[config.mk]
export PLATFORM = sky130hd
export DESIGN_NAME = ifu_flat
export DESIGN_NICKNAME = d
export VERILOG_FILES = /design/src/rtl/ifu_pkg.sv /design/src/rtl/ifu_if.sv /design/src/rtl/ifu_ibuf.sv /design/src/rtl/ifu.sv /design/src/flat_wrapper.sv
export SDC_FILE = /design/constraint.sdc
export NUM_CORES = 1
export LEC_CHECK = 0
export CORE_ASPECT_RATIO = 1.4
export CORE_MARGIN = 1.5
export CORE_UTILIZATION = 40
export DETAILED_ROUTE_END_ITERATION = 7
export REMOVE_ABC_BUFFERS = 1
export SYNTH_ARGS = -nofsm -noshare
export SYNTH_HDL_FRONTEND = slang
export SYNTH_SLANG_ARGS = --single-unit
[constraint.sdc]
create_clock -name clk -period 9.3 [get_ports clk]
set_input_delay 2.325 -clock clk [delete_from_list [all_inputs] [get_ports clk]]
set_output_delay 2.325 -clock clk [all_outputs]
set_load 0.02 [all_outputs]
[src/rtl/ifu_pkg.sv]
`default_nettype none
// +---------------------------------------------------------------+
// | ifu_pkg -- shared types and constants for the fetch unit       |
// | Rev 1.0                                                       |
// +---------------------------------------------------------------+
package ifu_pkg;

  localparam int          ILEN_BYTES     = 4;
  localparam logic [31:0] RST_PC_DEFAULT = 32'h0000_0000;

  typedef enum logic [1:0] {
    IDLE = 2'd0,
    WAIT = 2'd1,
    DROP = 2'd2
  } ifu_state_e;

  typedef struct packed {
    logic [31:0] pc;
    logic [31:0] ir;
  } ibuf_ent_t;

endpackage
`default_nettype wire

[src/rtl/ifu_if.sv]
`default_nettype none
// +---------------------------------------------------------------+
// | ifetch_if_t / iexec_if_t -- fetch-memory and fetch-execute buses |
// | Rev 1.0                                                       |
// +---------------------------------------------------------------+
interface ifetch_if_t #(
  parameter int AW = 32,
  parameter int DW = 32
);
  logic          req_vld;
  logic          req_rdy;
  logic [AW-1:0] req_addr;
  logic          rsp_vld;
  logic [DW-1:0] rsp_data;

  modport master (output req_vld, req_addr, input req_rdy, rsp_vld, rsp_data);
  modport slave  (input req_vld, req_addr, output req_rdy, rsp_vld, rsp_data);
endinterface

interface iexec_if_t #(
  parameter int AW = 32,
  parameter int DW = 32
);
  typedef struct packed {
    logic [DW-1:0] ir;
    logic [AW-1:0] pc;
  } req_pkt_t;

  typedef struct packed {
    logic          taken;
    logic [AW-1:0] offset;
  } rsp_pkt_t;

  logic     req_vld;
  logic     req_rdy;
  req_pkt_t req_pkt;
  rsp_pkt_t rsp_pkt;

  modport master (output req_vld, req_pkt, input req_rdy, rsp_pkt);
  modport slave  (input req_vld, req_pkt, output req_rdy, rsp_pkt);
endinterface
`default_nettype wire

[src/rtl/ifu_ibuf.sv]
`default_nettype none
// +---------------------------------------------------------------+
// | ifu_ibuf -- two-entry in-order instruction buffer, flush wins  |
// | Rev 1.0                                                       |
// +---------------------------------------------------------------+
module ifu_ibuf
  import ifu_pkg::*;
#(
  parameter type ENT_T = ibuf_ent_t
) (
  input  logic       clk,
  input  logic       rst,
  input  logic       push_i,
  input  ENT_T       push_ent_i,
  input  logic       pop_i,
  input  logic       flush_i,
  output ENT_T       head_o,
  output logic [1:0] occ_o
);

  ENT_T       mem_q [2];
  logic       rd_ptr_q, rd_ptr_d;
  logic       wr_ptr_q, wr_ptr_d;
  logic [1:0] occ_q, occ_d;
  logic       do_push, do_pop;

  assign do_push = push_i & ~flush_i;
  assign do_pop  = pop_i & ~flush_i & (occ_q != 2'd0);

  always_comb begin
    rd_ptr_d = rd_ptr_q;
    wr_ptr_d = wr_ptr_q;
    occ_d    = occ_q;
    if (flush_i) begin
      rd_ptr_d = 1'b0;
      wr_ptr_d = 1'b0;
      occ_d    = 2'd0;
    end else begin
      if (do_push) wr_ptr_d = ~wr_ptr_q;
      if (do_pop)  rd_ptr_d = ~rd_ptr_q;
      occ_d = occ_q + {1'b0, do_push} - {1'b0, do_pop};
    end
  end

  always_ff @(posedge clk) begin
    if (rst) begin
      rd_ptr_q <= 1'b0;
      wr_ptr_q <= 1'b0;
      occ_q    <= 2'd0;
    end else begin
      rd_ptr_q <= rd_ptr_d;
      wr_ptr_q <= wr_ptr_d;
      occ_q    <= occ_d;
      if (do_push) mem_q[wr_ptr_q] <= push_ent_i;
    end
  end

  assign head_o = mem_q[rd_ptr_q];
  assign occ_o  = occ_q;

endmodule
`default_nettype wire

[src/rtl/ifu.sv]
`default_nettype none
// +---------------------------------------------------------------+
// | ifu -- instruction fetch unit: PC, one-deep fetch, redirects   |
// | Rev 1.0                                                       |
// +---------------------------------------------------------------+
module ifu
  import ifu_pkg::*;
#(
  parameter int            AW     = 32,
  parameter int            DW     = 32,
  parameter logic [AW-1:0] RST_PC = AW'(RST_PC_DEFAULT)
) (
  input  logic       clk,
  input  logic       rst,
  ifetch_if_t.master ifetch,
  iexec_if_t.master  iexec
);

  typedef struct packed {
    logic [AW-1:0] pc;
    logic [DW-1:0] ir;
  } ent_t;

  ifu_state_e    state_q, state_d;
  logic [AW-1:0] fetch_pc_q, fetch_pc_d;
  logic [AW-1:0] out_pc_q, out_pc_d;

  ent_t       head;
  ent_t       push_ent;
  logic [1:0] occ;
  logic       exu_vld, xfer, redir, push, pop;
  logic       fetch_vld, fetch_hs;
  logic [2:0] occ_proj;

  assign exu_vld = ~rst & (occ != 2'd0);
  assign xfer    = exu_vld & iexec.req_rdy;
  assign redir   = xfer & iexec.rsp_pkt.taken;
  assign pop     = xfer & ~iexec.rsp_pkt.taken;
  assign push    = (state_q == WAIT) & ifetch.rsp_vld;

  // Buffer level once this cycle's pop and the in-flight word are counted;
  // a new fetch is only allowed while that still leaves a free slot.
  assign occ_proj  = {1'b0, occ} + {2'b00, state_q == WAIT} - {2'b00, xfer};
  assign fetch_vld = ~rst & ~redir & (state_q != DROP) &
                     ((state_q == IDLE) | ifetch.rsp_vld) & (occ_proj < 3'd2);
  assign fetch_hs  = fetch_vld & ifetch.req_rdy;

  assign push_ent.pc = out_pc_q;
  assign push_ent.ir = ifetch.rsp_data;

  always_comb begin
    state_d    = state_q;
    fetch_pc_d = fetch_pc_q;
    out_pc_d   = out_pc_q;
    if (fetch_hs) begin
      out_pc_d   = fetch_pc_q;
      fetch_pc_d = fetch_pc_q + AW'(ILEN_BYTES);
    end
    if (redir) fetch_pc_d = head.pc + iexec.rsp_pkt.offset;
    case (state_q)
      IDLE: if (fetch_hs) state_d = WAIT;
      WAIT: begin
        if (ifetch.rsp_vld)  state_d = fetch_hs ? WAIT : IDLE;
        else if (redir)      state_d = DROP;
      end
      DROP: if (ifetch.rsp_vld) state_d = IDLE;
      default: state_d = IDLE;
    endcase
  end

  always_ff @(posedge clk) begin
    if (rst) begin
      state_q    <= IDLE;
      fetch_pc_q <= RST_PC;
      out_pc_q   <= '0;
    end else begin
      state_q    <= state_d;
      fetch_pc_q <= fetch_pc_d;
      out_pc_q   <= out_pc_d;
    end
  end

  ifu_ibuf #(
    .ENT_T (ent_t)
  ) u_ibuf (
    .clk        (clk),
    .rst        (rst),
    .push_i     (push),
    .push_ent_i (push_ent),
    .pop_i      (pop),
    .flush_i    (redir),
    .head_o     (head),
    .occ_o      (occ)
  );

  assign ifetch.req_vld    = fetch_vld;
  assign ifetch.req_addr   = fetch_pc_q;
  assign iexec.req_vld     = exu_vld;
  assign iexec.req_pkt.pc  = head.pc;
  assign iexec.req_pkt.ir  = head.ir;

endmodule
`default_nettype wire

[src/flat_wrapper.sv]
// flat-port wrapper written by rule: the top's interface ports become plain ports
module ifu_flat import ifu_pkg::*;
#(
  parameter int            AW     = 32,
  parameter int            DW     = 32,
  parameter logic [AW-1:0] RST_PC = AW'(RST_PC_DEFAULT)
)
  (clk, rst, ifetch_req_vld, ifetch_req_addr, ifetch_req_rdy, ifetch_rsp_vld, ifetch_rsp_data, iexec_req_vld, iexec_req_pkt, iexec_req_rdy, iexec_rsp_pkt);
  ifetch_if_t #(.AW(AW), .DW(DW)) ifetch_i ();
  iexec_if_t #(.AW(AW), .DW(DW)) iexec_i ();
  input  logic clk;
  input  logic rst;
  output wire logic [$bits(ifetch_i.req_vld)-1:0] ifetch_req_vld;
  output wire logic [$bits(ifetch_i.req_addr)-1:0] ifetch_req_addr;
  input wire logic [$bits(ifetch_i.req_rdy)-1:0] ifetch_req_rdy;
  input wire logic [$bits(ifetch_i.rsp_vld)-1:0] ifetch_rsp_vld;
  input wire logic [$bits(ifetch_i.rsp_data)-1:0] ifetch_rsp_data;
  output wire logic [$bits(iexec_i.req_vld)-1:0] iexec_req_vld;
  output wire logic [$bits(iexec_i.req_pkt)-1:0] iexec_req_pkt;
  input wire logic [$bits(iexec_i.req_rdy)-1:0] iexec_req_rdy;
  input wire logic [$bits(iexec_i.rsp_pkt)-1:0] iexec_rsp_pkt;
  assign ifetch_req_vld = ifetch_i.req_vld;
  assign ifetch_req_addr = ifetch_i.req_addr;
  assign ifetch_i.req_rdy = ifetch_req_rdy;
  assign ifetch_i.rsp_vld = ifetch_rsp_vld;
  assign ifetch_i.rsp_data = ifetch_rsp_data;
  assign iexec_req_vld = iexec_i.req_vld;
  assign iexec_req_pkt = iexec_i.req_pkt;
  assign iexec_i.req_rdy = iexec_req_rdy;
  assign iexec_i.rsp_pkt = iexec_rsp_pkt;
  ifu #(.AW(AW), .DW(DW), .RST_PC(RST_PC)) u_core (.clk(clk), .rst(rst), .ifetch(ifetch_i), .iexec(iexec_i));
endmodule
Word-level counts from Yosys, hierarchy flattened --
Memory sizes are Yosys's and may differ from the RTL's. A register that Yosys moved wholly into a read port is not among the register bits. Index checks and enable logic that the tools add are counted.
Cells by class: $add $sub $neg 6, magnitude comparators 1, eq/ne operators 6, multiplexer cells 13, bitwise operators 19, reductions and logical operators 5
Operator list (number):
- 32-bit two-way mux | 2
- 32-bit by 3-bit adder with 32-bit output, second input constant | 1
- 32-bit adder | 1
- 1-bit AND | 13
- 2-bit two-way mux | 4
- 1-bit two-way mux | 6
- 2-bit one-hot mux with 3 select lines | 1
- 1-bit NOT | 5
- 2-bit != test, second input constant | 2
- 2-bit nonzero test | 2
- 2-bit by 1-bit adder with 3-bit output | 1
- 3-bit by 2-bit < comparator with 1-bit output, second input constant | 1
- 3-bit by 2-bit != test with 1-bit output, second input constant | 1
- 3-bit AND reduction | 1
- 3-bit by 1-bit subtractor with 3-bit output | 1
- 2-bit by 1-bit adder with 2-bit output | 1
- 2-bit by 1-bit equality test with 1-bit output, second input constant | 1
- 2-bit equality test, second input constant | 1
- 2-bit logical NOT | 1
- 2-bit by 1-bit != test with 1-bit output, second input constant | 1
- 2-bit OR reduction | 1
- 2-bit by 1-bit subtractor with 2-bit output | 1
- 1-bit bitwise OR | 1
Word-level totals: register bits 70, RAM bits 128, memories kept 1
Memory list:
- u_core.u_ibuf.mem_q | words 2, width 64, rd ports 1, clocked after memory_dff 1, write ports 1, line ifu_ibuf.sv:21 | ENT_T mem_q [2];

Longest topological paths before layout --
Gate-level depths: netlist of run 1.
depth after elaboration 13, depth in mapped cells 17, depth with buffers taken out 15

Modules after synthesis --
From an unflattened synthesis of run 1, not the netlist that was laid out.
Unflattened totals: cell total of the unflattened synthesis 820, area total of the unflattened synthesis 9781.9 sq um
By module, submodules not included:
- ifu_ibuf | instances 1, cells each 224, area an instance 5154.9 sq um, seq. area each 3943.8 sq um
- ifu | instances 1, cells each 596, area an instance 4626.9 sq um, seq. area each 1321.3 sq um

Least setup slack after synthesis of run 1 --
No wires, ideal clock.
kind input to register, from input port rst, to memory u_core.u_ibuf.mem_q[0][0] in the netlist's numbering (enable), arrival time 7.769 ns, required time 8.735 ns, setup slack 0.966 ns, stages 6, path buffers 2, path through clkbuf_1 nor2b_1 and3_1 or2_2 clkbuf_1 nor3_1
Between the ends: cells in the longest elaborated chain, start to end 9
RTL lines:
- from (decl) | line flat_wrapper.sv:12 | input logic rst;
- 1-bit NOT | line ifu.sv:35 | assign exu_vld = ~rst & (occ != 2'd0);
- 1-bit AND | line ifu.sv:35
- named net iexec_req_vld | line flat_wrapper.sv:18 | output wire logic [$bits(iexec_i.req_vld)-1:0] iexec_req_vld;
- 1-bit AND | line ifu.sv:36 | assign xfer = exu_vld & iexec.req_rdy;
- 1-bit AND | line ifu.sv:37 | assign redir = xfer & iexec.rsp_pkt.taken;
- 1-bit NOT | line ifu_ibuf.sv:27 | assign do_push = push_i & ~flush_i;
- 1-bit AND | line ifu_ibuf.sv:27
- 1-bit two-way mux | line ifu_ibuf.sv:54 | if (do_push) mem_q[wr_ptr_q] <= push_ent_i;
- 1-bit two-way mux | line ifu_ibuf.sv:46 | if (rst) begin
- 1-bit two-way mux (implied by the code) | line ifu_ibuf.sv:54
- to (decl) | line ifu_ibuf.sv:21
The timed path passes the listed nets, and every way through them passes these cells.

Final worst setup path of run 1 --
from input port iexec_req_rdy, to output port ifetch_req_vld
Between the ends: cells in the longest elaborated chain, start to end 7, elaborated cells between the ends (all ways) 9, those cells by class 1 x add/sub; 1 x order compare; 7 x bitwise
RTL lines:
- from (decl) | line flat_wrapper.sv:20 | input wire logic [$bits(iexec_i.req_rdy)-1:0] iexec_req_rdy;
- 1-bit AND * | line ifu.sv:36
- parallel branches: the longest is 5 deep, another holds 3-bit by 1-bit subtractor with 3-bit output
- 1-bit AND * | line ifu.sv:45 | ((state_q == IDLE) | ifetch.rsp_vld) & (occ_proj < 3'd2);
- to (decl) | line flat_wrapper.sv:13 | output wire logic [$bits(ifetch_i.req_vld)-1:0] ifetch_req_vld;
Mark *: on every way between the ends.

==> Implementation_results.wiki, run 1 <==
{| class="wikitable"
! Metric !! Value
|-
| Routed met1 length || 9020 um
|-
| Max cap viols || 0
|-
| Worst-Skew Late Latency || 0.44 ns
|-
| Final min period || 7.36 ns
|-
| Setup repair after global routing missed its margin || false
|-
| Uppermost layer routed || met4
|-
| Number of nets in the layout || 1057
|-
| DRC marker count from the first detailed-route iteration || 349
|-
| Achievable frequency || 136 MHz
|-
| Count of boundary I/O pins || 168
|-
| Row count || 65
|-
| # hold bufs at CTS || 0
|-
| Wire length of the first global-routing pass || 35400 um
|-
| Total power || 2.08 mW
|-
| Core region area || 0.0225 mm2
|-
| EDFF count, synth || 128
|-
| Dominant cell type by area after synthesis || edfxtp_1
|-
| Part of the cycle the worst path needs || 0.791
|-
| Synthesized area per cell || 11.6 um2
|-
| Area share of the largest cell type after synthesis || 0.418
|-
| Post-synth top flop || edfxtp_1
|-
| Top cells by instance count after synthesis || edfxtp_1, nand2_1, a21oi_1
|-
| Worst hold slack || 0.441 ns
|-
| Yosys Warn Count || 0
|-
| Async set or reset register ratio after synthesis || 0
|-
| Multi-input gate area in the final layout || 0.00376 mm2
|-
| Result of the run || complete, no violations
|-
| FF-to-FF End || u_core.ifetch.req_addr[26]
|-
| CTS tree || built
|-
| Number of antenna diodes || 0
|-
| Sink Count || 199
|-
| Sequential fraction of the synthesis area || 0.573
|-
| Maximum number of pins on one net before global-route repair || 65
|-
| Routability-driven placement congestion ratio || 0.826
|-
| Register area || 0.00527 mm2
|-
| Final Hold Fails || 0
|-
| R2r worst-path depth || 12
|-
| Setup Slack @ Placement || 1.91 ns
|-
| Slew Limit Headroom || 0.295
|-
| Wirelength, routed || 21900 um
|-
| Standby leakage power || 4.04 nW
|-
| X dimension of the die || 131 um
|-
| Required time worst endpoint || 6.98 ns
|-
| Vias in the first global route || 6677
|-
| Via count || 6586
|-
| Start point of the critical path || iexec_req_rdy
|-
| Number of antenna violations at the first check in global routing || 0
|-
| TritonCTS buffer count || 17
|-
| Start-to-end type of the worst setup path || in -> out
|-
| Proportion of layout cells with a drive suffix above 1 || 0.121
|-
| Critical path capture point || ifetch_req_vld
|-
| Skew final || 0.0162 ns
|-
| Critical Path Sink Type || output port
|-
| Post-DR wirelength/cell || 17.4 um
|-
| Max-slew violation count || 0
|-
| Kind of start point of the critical path || primary input
|-
| Area of the die || 0.0239 mm2
|-
| Arr. time, crit path || 5.03 ns
|-
| Count of fill cells added during filler insertion || 2053
|-
| Clock-pin slew on the worst setup and hold paths || 0.07 ns
|-
| Post-detailed-placement half-perimeter wirelength || 14700 um
|-
| Starting utilization of the core area || 0.408
|-
| Number of post-CTS setup repair buffers || 0
|-
| Largest fanout on the critical path || 3
|-
| Post-route antenna net violation count || 0
|-
| Tightest Pin Transition || 1.05 ns
|-
| Height of the die || 182 um
|-
| Most frequent cell after synthesis || edfxtp_1
|-
| Leading post-synthesis cells by cell area || edfxtp_1, dfxtp_1, mux2_2
|-
| Via density || 5.21
|-
| Accumulated negative setup slack || 0 ns
|-
| Number of iterations in the first detailed-routing pass || 4
|-
| Syn Std Cell Area || 0.00919 mm2
|-
| Min-Delay Path Class || reg -> reg
|-
| Fin worst setup slack || 1.94 ns
|-
| CTS Buffer Depth || 2
|-
| Number of setup violations in the final report || 0
|-
| Post-synthesis instance total || 790
|-
| Met2 routed WL || 11900 um
|-
| PortBufs || 167
|-
| Number of unique standard cell types used by synthesis || 56
|-
| Met3 routed wirelength || 843 um
|-
| Power density normalized to cell area || 176 mW/mm2
|-
| Register bit total from synthesis || 199
|-
| Post-layout util || 0.524
|-
| Resized cells post-CTS || 0
|-
| Clk Tree Root Cell || clkbuf_16
|-
| Largest vdd supply drop || 0.000128 V
|-
| Register-to-register setup slack || 4.79 ns
|-
| Synthesis-to-finish area growth || 28.3%
|-
| DR DRC count || 0
|-
| Grt total ovfl || 0
|-
| H-Tree Level Count || 4
|-
| Global Route Usage Sum || 0.191
|}
worst min-delay path by stage:
| stage | startpoint | endpoint | slack [ns] | cells after the start |
|---|---|---|---|---|
| floorplan | u_core.state_q[1] | u_core.state_q[0] | 0.40 | 1 |
| finish | u_core.state_q[1] | u_core.state_q[0] | 0.44 | 1 |
| global placement | u_core.state_q[1] | u_core.state_q[0] | 0.43 | 1 |
| global route | u_core.out_pc_q[16] | u_core.u_ibuf.mem_q[1][48] | 0.46 | 0 |
| detailed placement | u_core.state_q[1] | u_core.state_q[0] | 0.43 | 1 |
| CTS | u_core.state_q[1] | u_core.state_q[0] | 0.45 | 1 |
per-stage QoR:
stage	instance area, um2	std cells
after floorplan	9050	756
after global placement	11200	1232
after detailed placement	11200	1232
after CTS	11800	1264
after global routing	11800	1264
final	11800	1264
kinds of logic after synthesis:
group | after synthesis | synth area share
flip-flops | 199 | 0.573
AND/OR/NAND/NOR | 217 | 0.108
multiplexers | 65 | 0.0794
adder cells (fa/ha/maj) | 37 | 0.0520
AO/OA/AOI/OAI | 171 | 0.116
XOR/XNOR | 54 | 0.0515
buffers and inverters | 47 | 0.0203
power by group:
| group | internal (mW) | total [mW] | leakage (nW) | switching (mW) |
|---|---|---|---|---|
| clock network | 0.434 | 0.756 | 0.308 | 0.321 |
| registers | 0.961 | 0.978 | 1.71 | 0.0171 |
| logic | 0.156 | 0.345 | 2.02 | 0.189 |
sequential cells by signal, indices dropped and copies added (netlist names), named ones only:
register,flops
u_core.state_q,2
u_core.u_ibuf.mem_q,128
u_core.u_ibuf.rd_ptr_q,1
u_core.u_ibuf.wr_ptr_q,1
u_core.u_ibuf.occ_o,2
u_core.ifetch.req_addr,32
u_core.out_pc_q,32
final cells by class:
class / instances / share of cell area
inverter: 13 / 0.00414
clock inverter: 7 / 0.00647
sequential: 199 / 0.446
multi-input combinational: 544 / 0.319
clock buffer: 25 / 0.0457
tap: 301 / 0.0319
timing repair buffer: 175 / 0.146
metal layers:
metal,vias to the layer above,GRT usage
li1,3225,-
met5,-,0
met4,0,0.0598
met2,139,0.349
met3,8,0.0386
met1,3214,0.223
critical path, cell delays in order:
cell and delay, ns:
clkdlybuf4s50_1 0.44, nand2_1 0.13, inv_1 0.07, ha_1 0.27, nand2b_1 0.15, fa_1 0.38
xor2_1 0.16, nor4b_2 0.32, and2_1 0.18, clkdlybuf4s50_1 0.60
layout by cell type (no fill, tap or decap), types with 15 or more instances in the layout:
master and count:
mux2_2 63, ha_1 35, a21oi_1 76, edfxtp_1 128, nand2_1 104, nor2_1 44
xnor2_1 31, clkbuf_16 19, o21ai_0 16, xor2_1 23, dfxtp_1 70, clkdlybuf4s50_1 166
a211oi_1 15
Note: power is estimated with default switching activity, not from simulation.
==> inputs of run 2 (changes only) <==
Settings changed: PLACE_DENSITY set to 0.66.
Clock period 9.3 ns to 6.5 ns, I/O delays scaled along.
==> run 2 against run 1 <==
Global-route usage down 0.54 points. Die area unchanged. Count of clock-buffer cells in the layout up 2. Worst setup slack worse by 1.5 ns. Utilization about the same. Largest cell class unchanged. Wire length down 0.31%.
==> Implementation_results.wiki, run 2 (synthesis gave the netlist of run 1 again) <==
{| class="wikitable"
! Metric !! Value
|-
| TritonCTS buffer count || 17
|-
| Area of the die || 0.0239 mm2
|-
| CTS tree || built
|-
| DRC marker count from the first detailed-route iteration || 413
|-
| Power density normalized to cell area || 252 mW/mm2
|-
| Most common cell after layout, fill and taps aside || clkdlybuf4s50_1
|-
| Cell chain of the critical path || clkdlybuf4s50_1 > nand2_1 > inv_1 > ha_1 > nand2b_1 > fa_1 > xor2_1 > nor4b_2 > and2_1 > clkdlybuf4s50_1
|-
| Via count || 6576
|-
| Required time worst endpoint || 4.88 ns
|-
| Number of iterations in the first detailed-routing pass || 4
|-
| Synthesis-to-finish area growth || 28.4%
|-
| Standby leakage power || 4.04 nW
|-
| NetSw || 0.747 mW
|-
| Startpoint of the worst register-to-register path || u_core.u_ibuf.occ_o[1]
|-
| Core region area || 0.0225 mm2
|-
| Count of fill cells added during filler insertion || 2042
|-
| Via density || 5.20
|-
| Arr. time, crit path || 4.39 ns
|-
| Area post-placement || 0.0112 mm2
|-
| Number of post-CTS setup repair buffers || 0
|-
| Kind of start point of the critical path || primary input
|-
| Max cap viols || 0
|-
| Number of standard cells in the final layout excluding fillers || 1264
|-
| # hold bufs at CTS || 0
|-
| Max FFs per register || 128
|-
| Global Route Usage Sum || 0.185
|-
| Wirelength, routed || 21900 um
|-
| Grt total ovfl || 0
|-
| Clk Tree Root Cell || clkbuf_16
|-
| Number of setup violations in the final report || 0
|-
| Number of instances in the placed design || 1232
|-
| Maximum number of pins on one net before global-route repair || 65
|-
| Hold path startpoint || u_core.out_pc_q[2]
|-
| Setup repair after global routing missed its margin || false
|-
| Start point of the critical path || iexec_req_rdy
|-
| Register with the most flip-flops || u_core.u_ibuf.mem_q
|-
| Slew Limit Headroom || 0.377
|-
| Internal power consumption || 2.23 mW
|-
| Wire length of the first global-routing pass || 34500 um
|-
| Register area || 0.00527 mm2
|-
| DR DRC count || 0
|-
| CTS Buffer Depth || 2
|-
| Proportion of layout cells with a drive suffix above 1 || 0.120
|-
| Leading cell types in the layout, fill and taps excluded || clkdlybuf4s50_1, edfxtp_1, nand2_1
|-
| Post-DR wirelength/cell || 17.3 um
|-
| Max-slew violation count || 0
|-
| Worst-Skew Late Latency || 0.44 ns
|-
| Number of nets in the layout || 1057
|-
| Number of antenna violations at the first check in global routing || 0
|-
| Min-Delay Path Class || reg -> reg
|-
| Sequential share of power || 0.472
|-
| Critical Path Sink Type || output port
|-
| Vias in the first global route || 6638
|-
| Final min period || 6.01 ns
|-
| Switching share of power || 0.251
|-
| Non-Filler Cell Area, Final || 0.0118 mm2
|-
| Resized cells post-CTS || 0
|-
| Post-detailed-placement half-perimeter wirelength || 15100 um
|-
| Start-to-end type of the worst setup path || in -> out
|-
| H-Tree Level Count || 4
|-
| Tightest Pin Transition || 0.934 ns
|-
| Multi-input gate area in the final layout || 0.00375 mm2
|-
| Result of the run || complete, no violations
|-
| Largest fanout on the critical path || 3
|-
| Final Hold Fails || 0
|-
| Row count || 65
|-
| Power share of the combinational group || 0.163
|-
| Number of antenna diodes || 0
|-
| Part of the cycle the worst path needs || 0.925
|-
| Sink Count || 199
|-
| Master of the slowest instance on the critical path || clkdlybuf4s50_1
|-
| PortBufs || 167
|-
| Height of the die || 182 um
|-
| Routability-driven placement congestion ratio || 0.806
|-
| Critical Path Max Stage Delay || 0.60 ns
|-
| Achievable frequency || 166 MHz
|-
| Cell repeated most along the worst path || clkdlybuf4s50_1
|-
| Clock group share of total power || 0.365
|-
| Post-route antenna net violation count || 0
|-
| Largest vdd supply drop || 0.000196 V
|-
| Skew final || 0.0166 ns
|-
| X dimension of the die || 131 um
|-
| Starting utilization of the core area || 0.408
|-
| Clock-pin slew on the worst setup and hold paths || 0.08 ns
|-
| Count of boundary I/O pins || 168
|}
run 2: cell types whose count changed in the layout (fill, tap and decap cells not counted), sizes merged:
cell	delta
clkbuf	+2
inv	+1
bufinv	-1
clkinv	-2
run 2: power by group through the flow:
stage	sequential (mW)	clock [mW]	combinational (mW)
6_report	1.40	1.09	0.486
5_1_grt	1.41	1.15	0.527
4_1_cts	1.40	1.11	0.491
3_5_place_dp	1.43	0	0.488
3_3_place_gp	1.43	0	0.486
2_1_floorplan	1.44	0	0.277
run 2: critical path: cells and delay by family:
family,cells,cell delay (ns)
AND/OR/NAND/NOR,4,0.78
buffers and inverters,3,1.21
XOR/XNOR,1,0.16
adder cells (fa/ha/maj),2,0.60
run 2: worst paths after layout:
path | to | depth (start not counted) | slack [ns]
setup / recovery | ifetch_req_vld | 10 | 0.49
hold / removal | u_core.u_ibuf.mem_q[0][34] | 0 | 0.45
setup reg to reg | u_core.ifetch.req_addr[20] | 16 | 2.52
hold reg to reg | u_core.u_ibuf.mem_q[0][34] | 0 | 0.45
run 2: area by class of cell:
| cell class | count | area share |
|---|---|---|
| sequential | 199 | 0.447 |
| multi-input combinational | 544 | 0.318 |
| timing repair buffer | 175 | 0.146 |
| clock buffer | 27 | 0.0498 |
| tap | 301 | 0.0319 |
| inverter | 13 | 0.00414 |
| clock inverter | 5 | 0.00350 |
run 2: through the flow:
step	setup TNS (ns)	total power [mW]	hold slack, ns	util	worst slack (ns)
6_report	0	2.97	0.452	0.524	0.487
5_1_grt	0	3.09	0.468	0.524	0.356
4_1_cts	0	3.00	0.448	0.524	0.490
3_5_place_dp	0	1.92	0.423	0.496	0.496
3_3_place_gp	0	1.92	0.423	0.496	0.572
2_1_floorplan	-122.72	1.72	0.403	-	-0.959
run 2: layer usage:
| layer | vias up | GRT usage | wire length [um] |
|---|---|---|---|
| met1 | 3187 | 0.212 | 8930 |
| li1 | 3220 | - | - |
| met3 | 26 | 0.0344 | 842 |
| met2 | 143 | 0.345 | 11700 |
| met5 | - | 0 | 0 |
| met4 | 0 | 0.0638 | 386 |
==> inputs of run 3 (changes only) <==
Settings changed: SYNTH_HIERARCHICAL set to 1.
==> run 3 against run 2 <==
Flip-flop and latch count stayed put. Critical path type unchanged. Final area is 3.9% higher. Utilization is 1.2 points lower. Highest routed layer unchanged. Maximum frequency is 4.2% higher. Largest cell class unchanged. Clock skew is 0.0084 ns lower. Non-clock buffer count stayed put. Combinational power is 50% lower. Count of clock-buffer cells in the layout is 5 lower.
==> Implementation_results.wiki, run 3 <==
{| class="wikitable"
! Metric !! Value
|-
| Result of the run || complete, no violations
|-
| Count of fill cells added during filler insertion || 2183
|-
| Sequential share of power || 0.512
|-
| Sink Count || 199
|-
| TritonCTS buffer count || 17
|-
| Number of antenna violations at the first check in global routing || 0
|-
| H-Tree Level Count || 4
|-
| Area of the die || 0.0254 mm2
|-
| Crit-path leading delay family || buffers and inverters
|-
| Largest vdd supply drop || 0.000198 V
|-
| Clock group share of total power || 0.396
|-
| Proportion of layout cells with a drive suffix above 1 || 0.129
|-
| PortBufs || 167
|-
| Most common cell after layout, fill and taps aside || clkdlybuf4s50_1
|-
| Number of post-CTS setup repair buffers || 0
|-
| Synthesized area per cell || 11.9 um2
|-
| Register bit total from synthesis || 199
|-
| Post-DR wirelength/cell || 17.3 um
|-
| Critical Path Sink Type || output port
|-
| Power share of the combinational group || 0.092
|-
| Most frequent cell after synthesis || edfxtp_1
|-
| Number of stages on the worst hold path || 0
|-
| Area share of the largest cell type after synthesis || 0.393
|-
| Register with the most flip-flops || u_core/u_ibuf/mem_q
|-
| X dimension of the die || 135 um
|-
| Wirelength, routed || 22600 um
|-
| Setup repair after global routing missed its margin || false
|-
| Largest family of logic cells by synthesized area || compound AO/OA/AOI/OAI gates
|-
| Count of boundary I/O pins || 168
|-
| Start-to-end type of the worst setup path || in -> out
|-
| Crit path buf inv count || 2
|-
| XOR/XNOR Fraction of Synth Area || 0.0466
|-
| Leading post-synthesis cells by cell area || edfxtp_1, dfxtp_1, mux2_4
|-
| Core region area || 0.0240 mm2
|-
| Top cells by instance count after synthesis || edfxtp_1, nand2_1, a21oi_1
|-
| Kind of start point of the critical path || primary input
|-
| Largest fanout on the critical path || 3
|-
| Number of setup violations in the final report || 0
|-
| Wire length of the first global-routing pass || 35800 um
|-
| Global Route Usage Sum || 0.182
|-
| Number of iterations in the first detailed-routing pass || 5
|-
| Accumulated negative setup slack || 0 ns
|-
| Dominant cell type by area after synthesis || edfxtp_1
|-
| Worst-Skew Late Latency || 0.44 ns
|-
| Leading cell types in the layout, fill and taps excluded || clkdlybuf4s50_1, edfxtp_1, nand2_1
|-
| Post-synthesis instance total || 820
|-
| Yosys Warn Count || 6
|-
| Starting utilization of the core area || 0.408
|-
| Clock-pin slew on the worst setup and hold paths || 0.07 ns
|-
| Complex-gate fraction of the synthesized area || 0.121
|-
| Cell chain of the critical path || clkdlybuf4s50_1 > and2_1 > ha_1 > nand2b_1 > fa_1 > xnor2_1 > and2_1 > and3_1 > clkdlybuf4s50_1
|-
| Number of antenna diodes || 0
|-
| DR DRC count || 0
|-
| Synthesis-to-finish area growth || 25.3%
|-
| CTS tree || built
|-
| Final min period || 5.77 ns
|-
| Arr. time, crit path || 4.15 ns
|-
| Post-detailed-placement half-perimeter wirelength || 15800 um
|-
| Resized cells post-CTS || 0
|-
| Multi-input gate area in the final layout || 0.00423 mm2
|-
| Power density normalized to cell area || 217 mW/mm2
|-
| Required time worst endpoint || 4.88 ns
|-
| Final Hold Fails || 0
|-
| Internal power consumption || 2.07 mW
|-
| Post-synth top flop || edfxtp_1
|-
| Part of the cycle the worst path needs || 0.888
|-
| Register area || 0.00527 mm2
|-
| Critical Path Max Stage Delay || 0.60 ns
|-
| Height of the die || 188 um
|-
| Max FFs per register || 128
|-
| Standby leakage power || 4.42 nW
|-
| NetSw || 0.589 mW
|-
| Non-Filler Cell Area, Final || 0.0123 mm2
|-
| Tightest Pin Transition || 0.989 ns
|-
| Maximum number of pins on one net before global-route repair || 65
|-
| Slew Limit Headroom || 0.341
|-
| Number of nets in the layout || 1085
|-
| Achievable frequency || 173 MHz
|-
| Number of logic stages on the critical path including buffering || 9
|-
| Post-synthesis share of cell area spent on and, or, nand and nor gates || 0.118
|-
| Vias in the first global route || 6807
|-
| DRC marker count from the first detailed-route iteration || 270
|-
| Row count || 67
|-
| Clk Tree Root Cell || clkbuf_16
|-
| Max-slew violation count || 0
|-
| Async set or reset register ratio after synthesis || 0
|-
| Skew final || 0.00824 ns
|-
| Area post-placement || 0.0117 mm2
|-
| R2r worst-path depth || 12
|-
| Number of unique standard cell types used by synthesis || 71
|-
| EDFF count, synth || 128
|-
| Master of the slowest instance on the critical path || clkdlybuf4s50_1
|-
| Share of synthesized area spent on multiplexers || 0.0987
|-
| Grt total ovfl || 0
|-
| Arithmetic-cell share of the synthesized area counting full adders, half adders and majority gates || 0.0476
|-
| Syn Std Cell Area || 0.00978 mm2
|-
| CTS Buffer Depth || 2
|-
| Min-Delay Path Class || reg -> reg
|-
| Post-route antenna net violation count || 0
|-
| Routability-driven placement congestion ratio || 0.815
|-
| Switching share of power || 0.222
|-
| Via count || 6779
|-
| # hold bufs at CTS || 0
|-
| Via density || 5.21
|-
| Max cap viols || 0
|-
| Sequential fraction of the synthesis area || 0.538
|}
## run 3: changes by cell type after synthesis, sizes merged, moves of 5 or more
cell,previous run,this run
a21oi,76,81
and3,8,16
buf,5,13
clkbuf,29,21
nor3,9,14
## run 3: cells by family (layout without fill, tap and decap cells)
group                    count (synthesis)  count (layout)
AO/OA/AOI/OAI                          180             180
XOR/XNOR                                52              52
adder cells (fa/ha/maj)                 36              36
buffers and inverters                   47             219
flip-flops                             199             199
multiplexers                            66              66
AND/OR/NAND/NOR                        240             240
## run 3: power groups by stage
stage	Sequential, mW	Combinational (mW)	Clock [mW]
2_1_floorplan	1.39	0.129	0
3_3_place_gp	1.39	0.242	0
3_5_place_dp	1.39	0.244	0
4_1_cts	1.36	0.246	1.08
5_1_grt	1.36	0.268	1.13
6_report	1.36	0.245	1.05
## run 3: path summary, 6_finish.rpt
kind	end	startpoint	slack, ns
worst max-delay path	ifetch_req_vld	iexec_req_rdy	0.73
worst min-delay path	u_core/u_ibuf/mem_q[1][58]	u_core/out_pc_q[26]	0.45
worst min register to register	u_core/u_ibuf/mem_q[1][58]	u_core/out_pc_q[26]	0.45
worst max register to register	u_core/ifetch.req_addr[30]	flop	2.34
## run 3: area by class of cell
type | instances | share of cell area
multi-input combinational | 574 | 0.345
clock inverter | 10 | 0.00714
tap | 310 | 0.0316
timing repair buffer | 175 | 0.141
inverter | 12 | 0.00367
sequential | 199 | 0.430
clock buffer | 22 | 0.0422
## run 3: worst register-to-register path, stage by stage (launching register included)
cell and delay, ns:
dfxtp_4 0.96, buf_4 0.51, mux2_4 0.35, ha_1 0.40, a21o_1 0.26, a21o_1 0.21, a21oi_1 0.15, o21ai_0 0.10
a21oi_1 0.25, o211ai_1 0.22, a41oi_1 0.32, mux2i_1 0.22, nand3_1 0.10
## run 3: per-stage QoR
stage               total power [mW]  cells  hold WS [ns]   util  setup slack [ns]
floorplan                       1.52    785         0.413      -             0.168
global placement                1.63   1270         0.422  0.486             0.745
detailed placement              1.63   1270         0.440  0.486             0.738
CTS                             2.69   1302         0.454  0.511             0.729
global route                    2.76   1302         0.457  0.511             0.608
finish                          2.66   1302         0.454  0.511             0.729
## run 3: metal layers
layer / track usage / routed length, um / vias up
met2: 0.323 / 11800 / 149
met5: 0 / 0 / -
li1: - / - / 3323
met4: 0.0649 / 435 / 0
met3: 0.0408 / 1020 / 29
met1: 0.214 / 9300 / 3278
